[src/rtl/spi_frame_tx.sv]
// spi_frame_tx: SPI mode-0 master that shifts out one MSB-first frame of up to MAX_BITS bits per i_start.
//   i_clk, i_reset_n (async, active-low)  clock and reset
//   i_start, i_data, i_len                frame request, payload, length in bits (captured at start)
//   o_busy, o_done                        frame in progress, one-cycle completion pulse
//   o_csb, o_sclk, o_mosi                 registered SPI link (csb active-low, sclk idles low)
module spi_frame_tx #(
  parameter int MAX_BITS = 32,
  parameter int LEN_W    = 6,
  parameter int HALF_DIV = 2
) (
  input  logic                i_clk,
  input  logic                i_reset_n,
  input  logic                i_start,
  input  logic [MAX_BITS-1:0] i_data,
  input  logic [LEN_W-1:0]    i_len,
  output logic                o_busy,
  output logic                o_done,
  output logic                o_csb,
  output logic                o_sclk,
  output logic                o_mosi
);
  localparam int PW = HALF_DIV > 1 ? $clog2(HALF_DIV) : 1;
  typedef enum logic [2:0] {IDLE, LOW, HIGH, HOLD, GAP} state_t;
  state_t              state_q, state_d;
  logic [PW-1:0]       phase_q, phase_d;
  logic [LEN_W-1:0]    bits_q, bits_d, len_c;
  logic [MAX_BITS-1:0] shift_q, shift_d, load_c;
  logic                busy_q, busy_d, done_q, done_d, csb_q, csb_d;
  logic                sclk_q, sclk_d, mosi_q, mosi_d, last_c;
  always_comb begin
    len_c   = (i_len > LEN_W'(MAX_BITS)) ? LEN_W'(MAX_BITS) : i_len;
    // left-justify so bit len-1 lands on the shift MSB
    load_c  = i_data << (LEN_W'(MAX_BITS) - len_c);
    last_c  = phase_q == PW'(HALF_DIV - 1);
    state_d = state_q;
    phase_d = (state_q == IDLE || last_c) ? '0 : phase_q + 1'b1;
    bits_d  = bits_q;
    shift_d = shift_q;
    busy_d  = busy_q;
    done_d  = 1'b0;
    csb_d   = csb_q;
    sclk_d  = sclk_q;
    mosi_d  = mosi_q;
    case (state_q)
      IDLE: if (i_start && len_c != '0) begin
        state_d = LOW;
        shift_d = load_c;
        bits_d  = len_c - 1'b1;
        busy_d  = 1'b1;
        csb_d   = 1'b0;
        mosi_d  = load_c[MAX_BITS-1];
      end
      LOW: if (last_c) begin
        state_d = HIGH;
        sclk_d  = 1'b1;
      end
      HIGH: if (last_c) begin
        sclk_d = 1'b0;
        if (bits_q != '0) begin
          state_d = LOW;
          shift_d = shift_q << 1;
          bits_d  = bits_q - 1'b1;
          mosi_d  = shift_d[MAX_BITS-1];
        end else begin
          state_d = HOLD;
          mosi_d  = 1'b0;
        end
      end
      HOLD: if (last_c) begin
        state_d = GAP;
        csb_d   = 1'b1;
      end
      GAP: if (last_c) begin
        state_d = IDLE;
        busy_d  = 1'b0;
        done_d  = 1'b1;
      end
      default: state_d = IDLE;
    endcase
  end
  always_ff @(posedge i_clk or negedge i_reset_n) begin
    if (!i_reset_n) begin
      state_q <= IDLE;
      phase_q <= '0;
      bits_q  <= '0;
      shift_q <= '0;
      busy_q  <= 1'b0;
      done_q  <= 1'b0;
      csb_q   <= 1'b1;
      sclk_q  <= 1'b0;
      mosi_q  <= 1'b0;
    end else begin
      state_q <= state_d;
      phase_q <= phase_d;
      bits_q  <= bits_d;
      shift_q <= shift_d;
      busy_q  <= busy_d;
      done_q  <= done_d;
      csb_q   <= csb_d;
      sclk_q  <= sclk_d;
      mosi_q  <= mosi_d;
    end
  end
  assign o_busy = busy_q;
  assign o_done = done_q;
  assign o_csb  = csb_q;
  assign o_sclk = sclk_q;
  assign o_mosi = mosi_q;
endmodule
[config.mk]
export PLATFORM = sky130hd
export DESIGN_NAME = spi_frame_tx
export DESIGN_NICKNAME = d
export VERILOG_FILES = /design/src/rtl/spi_frame_tx.sv
export SDC_FILE = /design/constraint.sdc
export NUM_CORES = 1
export LEC_CHECK = 0
export BUFFER_PORTS_ARGS = -buffer_cell sky130_fd_sc_hd__buf_2
export CAP_MARGIN = 15
export CORE_ASPECT_RATIO = 1.75
export CORE_MARGIN = 2
export CORE_UTILIZATION = 40
export DETAILED_ROUTE_END_ITERATION = 6
export GPL_ROUTABILITY_DRIVEN = 0
export SYNTH_ARGS = -nofsm -noshare
export SYNTH_HDL_FRONTEND = slang
export SYNTH_SLANG_ARGS = --single-unit
[constraint.sdc]
create_clock -name i_clk -period 2.43 [get_ports i_clk]
set_input_delay 0.243 -clock i_clk [delete_from_list [all_inputs] [get_ports i_clk]]
set_output_delay 0.243 -clock i_clk [all_outputs]
set_load 0.005 [all_outputs]
==> metrics.csv, run 1 <==
stage;metric;value;unit
yosys;synthDistinctLibCells;67;
yosys;syn_nets;500;
drt;drt_iter0_markers;287;
run;drv_cap;0;
placed_design;hpwl;10100;um
layout;fillers;1015;
grt;grt_pass1_wl;20300;um
hold_path;min_path_type;input port to flip-flop;
die;io-pin-count;46;
clocking;clock_sinks;46;
clocking;insertion_delay;290;ps
critical_path;cp_num_buf_inv;2;
placed_design;port_buffers;45;
clocking;cts_made_buffers;5;
timing;report.final.setup_viol;0;
yosys;synth-seq-cells;46;
timing;fin_crit_sh;0.947;
timing;whs;433;ps
power_and_ir_drop;total_power;4.39;mW
critical_path;critPathKind;input port to flip-flop;
yosys;synth_area_leaders;dfrtp_1, mux2i_1, mux4_2;
timing;grt_setup_unrepaired;false;
power_and_ir_drop;power_leakage;2.27;nW
critical_path;cp-start-kind;input port;
drt;via_count;3980;
layout;drive_above_1_share;0.314;
run_status;run_status;complete, no violations;
layout;layout.nets;584;
timing;max_freq;435;MHz
grt;antenna_found_initial;0;
timing;timing.setup.tns;0;ps
drt;drc_errors;0;
timing;slew_violations;0;
yosys;syn_area;4240;um2
clocking;postCtsSetupRepairBufs;0;
timing;slew_headroom;0.611;
clocking;cts_tree;built;
grt;grt_pass1_vias;4017;
die;dieHeight;140;um
critical_path;required;2600;ps
layout;antennaDiodeCount;0;
yosys;ys_seq_area_frac;0.272;
yosys;postSynth.asyncResetShare;1.00;
drt;ant_nets;0;
timing;finalHoldViolCount;0;
clocking;htreeDepth;2;
grt;track_usage;0.230;
timing;fin_worst_skew;4.56;ps
clocking;clock_path_buffers;2;
timing;tightest_slew;571;ps
timing;min_period;2300;ps
yosys;synth_area_leader_cell;dfrtp_1;
yosys;syn_area_per_cell;9.28;um2
layout;postLayoutCoreUtil;0.500;
critical_path;critPathMaxStageDelay;530;ps
grt;gr-total-overflow;0;
layout;mostFrequentLayoutCell;buf_4;
yosys;synthCells;457;
clocking;cts.reportedPaths.clkPinSlew;70;ps
drt;drt-total-wl;12500;um
drt;wl_per_cell;18.6;um
drt;via_per_inst;5.95;
die;core;10300;um2
critical_path;cpLargestDelayFamily;multiplexers;
yosys;yosysWarnings;0;
critical_path;critPathMaxFanout;14;
critical_path;cp.arrival;2470;ps
die;die-area;11500;um2
critical_path;slowest_stage;mux4_1;
yosys;synthFlopType;dfrtp_1;
layout;syn_to_final_growth;21.4;%
yosys;synth_top_cell_area_share;0.266;
grt;grt_max_degree;27;
power_and_ir_drop;ir_drop;0.447;mV
die;rows;49;
yosys;synth-edff-count;0;
critical_path;critPathCaptureType;flip-flop;
die;die_w;81.8;um
drt;drtPass1Iterations;5;
clocking;cts_root_buf;clkbuf_16;
layout;final_cell_mix;buf_4, nand2_1, nor2_1, dfrtp_1, buf_2;
critical_path;crit_chain;buf_2 > nand2b_1 > ha_4 > buf_4 > mux2_2 > mux4_1 > mux2i_1 > a22o_1 > a31oi_1;
die;initial_utilization;0.412;
power_and_ir_drop;power_density;853;nW/um2
-- where the power goes --
group / internal (mW) / switching, mW
sequential: 1.13 / 0.262
combinational: 1.05 / 1.25
clock: 0.408 / 0.290
-- layout make-up --
type | instances | area, um2 | area share
Clock buffer | 7 | 143 | 0.0277
Clock inverter | 1 | 5.00 | 0.000973
Sequential cell | 46 | 1150 | 0.224
Tap cell | 127 | 159 | 0.0309
Timing Repair Buffer | 112 | 756 | 0.147
Multi-Input combinational cell | 367 | 2890 | 0.562
Inverter | 9 | 41.3 | 0.00803
-- cells by family (layout without fill, tap and decap cells) --
kind of cell	after synthesis	after routing	share of synthesized area
AO/OA/AOI/OAI	115	115	0.179
XOR/XNOR	4	4	0.0127
adder cells (fa/ha/maj)	2	2	0.00590
buffers and inverters	44	129	0.0635
flip-flops	46	46	0.272
multiplexers	82	82	0.285
AND/OR/NAND/NOR	164	164	0.182
-- worst paths after layout --
path,endpoint,slack (ps),depth (start not counted),start
worst max-delay path,shift_q[21],130,9,i_len[5]
worst min-delay path,o_busy,430,5,i_start
worst max register to register,bits_q[5],150,6,state_q[0]
worst min register to register,shift_q[0],470,2,shift_q[0]
max in group asynchronous,shift_q[3],1240,3,i_reset_n
min in group asynchronous,bits_q[2],460,2,i_reset_n
-- flip-flops by register name (all words and copies together), names as in the netlist --
register,flops
o_csb,1
o_sclk,1
shift_q,31
state_q,3
bits_q,6
last_c,1
o_busy,1
o_done,1
o_mosi,1
-- layer usage --
layer  routed length [um]  vias up  GRT usage
met1                 4760     1965      0.262
met5                    0        -          0
met4                  666        0      0.126
li1                     -     1889          -
met2                 6730       97      0.408
met3                  310       29     0.0180
-- cells in the mapped netlist, types with 4 or more instances --
| cell type | instances |
|---|---|
| nand2_1 | 56 |
| nor2_1 | 54 |
| dfrtp_1 | 45 |
| mux2i_1 | 45 |
| o21ai_0 | 35 |
| a21oi_1 | 18 |
| mux4_2 | 16 |
| a31oi_1 | 12 |
| clkbuf_1 | 12 |
| buf_2 | 10 |
| mux2_2 | 10 |
| mux4_1 | 10 |
| nand3_1 | 10 |
| inv_1 | 8 |
| o211ai_1 | 8 |
| a221oi_1 | 7 |
| nor3_1 | 7 |
| buf_6 | 6 |
| or3_1 | 6 |
| buf_4 | 5 |
| nor2b_1 | 5 |
| o22ai_1 | 5 |
| nand2b_1 | 4 |
-- stage by stage --
stage / instance area [um2] / cells / worst slack (ps)
finish: 5140 / 669 / 130
global route: 5140 / 669 / 8.15
CTS: 5140 / 669 / 125
detailed placement: 4980 / 660 / -177
global placement: 4980 / 660 / -140
floorplan: 4340 / 457 / -322
-- what timing repair did --
item	in CTS	in global routing
hold buffers	1	0
resized for setup	0	1
endpoints found under the setup margin	0	2
endpoints found under the hold margin	20	0
-- worst register-to-register path: cells and delay by family (launching register included) --
kind / cells / cell delay [ps]
flops: 1 / 490
simple gates: 4 / 1210
compound gates: 2 / 470
Note: power is estimated with default switching activity, not from simulation.
==> run 2, diff against run 1 <==
--- a/config.mk
+++ b/config.mk
@@ -12,6 +12,7 @@
 export CORE_UTILIZATION = 40
 export DETAILED_ROUTE_END_ITERATION = 6
 export GPL_ROUTABILITY_DRIVEN = 0
+export MAX_ROUTING_LAYER = met4
 export SYNTH_ARGS = -nofsm -noshare
 export SYNTH_HDL_FRONTEND = slang
 export SYNTH_SLANG_ARGS = --single-unit
==> run 2 against run 1 <==
Compared with the run above: combinational power hardly changed; final cell count unchanged; clock skew hardly changed; die area unchanged; maximum frequency about the same; clock power hardly changed; largest cell class unchanged; setup slack better by 2.0 ps; total power hardly changed; via count decreased by 0.45%; final area unchanged; worst hold slack worse by 1.4 ps; highest routed layer unchanged; first-iteration DRC count decreased by 5.6%.
==> metrics.csv, run 2 (synthesis results as in run 1) <==
stage;metric;value;unit
clocking;clock_sinks;46;
critical_path;r2r_start;state_q[0];
die;io-pin-count;46;
critical_path;required;2600;ps
power_and_ir_drop;internal-power;2.59;mW
layout;largest_register_ffs;31;
clocking;cts_made_buffers;5;
grt;grt_pass1_wl;20300;um
layout;drive_above_1_share;0.314;
critical_path;cp_num_buf_inv;2;
critical_path;crit_path_start;i_len[5];
power_and_ir_drop;ir_drop;0.447;mV
layout;layout.nets;584;
grt;track_usage;0.236;
layout;final_cell_mix;buf_4, nand2_1, nor2_1, dfrtp_1, buf_2;
power_and_ir_drop;sw_frac_of_total;0.411;
timing;timing.setup.tns;0;ps
hold_path;worstHoldStart;i_start;
grt;use_met1;0.263;
power_and_ir_drop;pwr-share-comb;0.525;
critical_path;cpLargestDelayFamily;multiplexers;
placed_design;placed_cells;660;
clocking;cts.reportedPaths.clkPinSlew;70;ps
timing;grt_setup_unrepaired;false;
power_and_ir_drop;power_switching;1.80;mW
timing;whs;432;ps
clocking;cts_tree;built;
timing;finalHoldViolCount;0;
timing;max_freq;435;MHz
grt;grt_use_met2;0.407;
clocking;htreeDepth;2;
layout;finalNonFillerCells;669;
critical_path;slowest_stage;mux4_1;
layout;fillers;1015;
critical_path;critPathMaxStageDelay;530;ps
layout;mostFrequentLayoutCell;buf_4;
drt;drtPass1Iterations;5;
clocking;insertion_delay;290;ps
run_status;run_status;complete, no violations;
die;die-area;11500;um2
drt;drc_errors;0;
critical_path;critPathKind;input port to flip-flop;
placed_design;dpl-instance-area;4980;um2
clocking;cts_root_buf;clkbuf_16;
drt;wl_per_cell;18.7;um
critical_path;critPathMaxFanout;14;
critical_path;cp-start-kind;input port;
run;drv_cap;0;
critical_path;crit_chain;buf_2 > nand2b_1 > ha_4 > buf_4 > mux2_2 > mux4_1 > mux2i_1 > a22o_1 > a31oi_1;
die;dieHeight;140;um
power_and_ir_drop;power_density;853;nW/um2
drt;via_count;3962;
layout;reg_top3;shift_q x31, bits_q x6, state_q x3;
timing;slew_violations;0;
placed_design;hpwl;10100;um
die;initial_utilization;0.412;
grt;busiest_layer;met2;
die;core;10300;um2
layout;antennaDiodeCount;0;
drt;ant_nets;0;
hold_path;min_path_type;input port to flip-flop;
timing;setup_slack;132;ps
clocking;clock_path_buffers;2;
power_and_ir_drop;pwr-share-clk;0.159;
critical_path;critPathCaptureType;flip-flop;
grt;grt_pass1_vias;4007;
layout;final_area;5140;um2
grt;met3_usage;0.0180;
drt;drt-total-wl;12500;um
layout;regMostFlops;shift_q;
layout;syn_to_final_growth;21.4;%
grt;antenna_found_initial;0;
power_and_ir_drop;power_leakage;2.27;nW
grt;grt_max_degree;27;
timing;tightest_slew;570;ps
placed_design;dp_slack;-177;ps
die;rows;49;
timing;fin_crit_sh;0.946;
critical_path;cp.arrival;2470;ps
drt;drt_iter0_markers;271;
grt;gr-total-overflow;0;
power_and_ir_drop;total_power;4.39;mW
die;die_w;81.8;um
power_and_ir_drop;p_seq_frac;0.316;
timing;report.final.setup_viol;0;
drt;via_per_inst;5.92;
timing;min_period;2300;ps
placed_design;port_buffers;45;
layout;postLayoutCoreUtil;0.500;
timing;fin_worst_skew;5.06;ps
timing;slew_headroom;0.612;
[run 2: power groups by stage]
stage	Clock, mW	Sequential [mW]	Combinational (mW)
floorplan	0	1.29	1.65
global placement	0	1.38	2.25
detailed placement	0	1.39	2.30
CTS	0.713	1.39	2.30
global route	0.743	1.43	2.55
finish	0.699	1.39	2.30
[run 2: area by class of cell]
| class | count | area (um2) | share of cell area |
|---|---|---|---|
| Clock buffer | 7 | 143 | 0.0277 |
| Clock inverter | 1 | 5.00 | 0.000973 |
| Inverter | 9 | 41.3 | 0.00803 |
| Multi-Input combinational cell | 367 | 2890 | 0.562 |
| Sequential cell | 46 | 1150 | 0.224 |
| Tap cell | 127 | 159 | 0.0309 |
| Timing Repair Buffer | 112 | 756 | 0.147 |
[run 2: timing repair]
action	CTS	global route
setup endpoints to repair	0	2
buffers inserted	0	0
resized for setup	0	1
hold buffers	1	0
hold endpoints to repair	20	0
[run 2: path summary, 6_finish.rpt]
kind                                    end  slack, ps  cells after the start
worst max register to register    bits_q[5]        150                      6
worst max-delay path            shift_q[21]        130                      9
worst min-delay path                 o_busy        430                      5
max in group asynchronous        shift_q[5]       1240                      3
worst min register to register   shift_q[0]        470                      2
min in group asynchronous         bits_q[2]        460                      2
[run 2: worst register-to-register path, cell delays in order (launching register included)]
cell and delay (ps):
dfrtp_1 490, or3b_1 580, or3_1 370, a21boi_1 330, a21oi_1 140, nor3_1 190
nor2_1 60
[run 2: routing by layer]
| metal | share of wire | vias up |
|---|---|---|
| met4 | 0.054 | 0 |
| met3 | 0.027 | 31 |
| met2 | 0.54 | 106 |
| met1 | 0.38 | 1935 |
| li1 | - | 1890 |
| met5 | 0 | - |
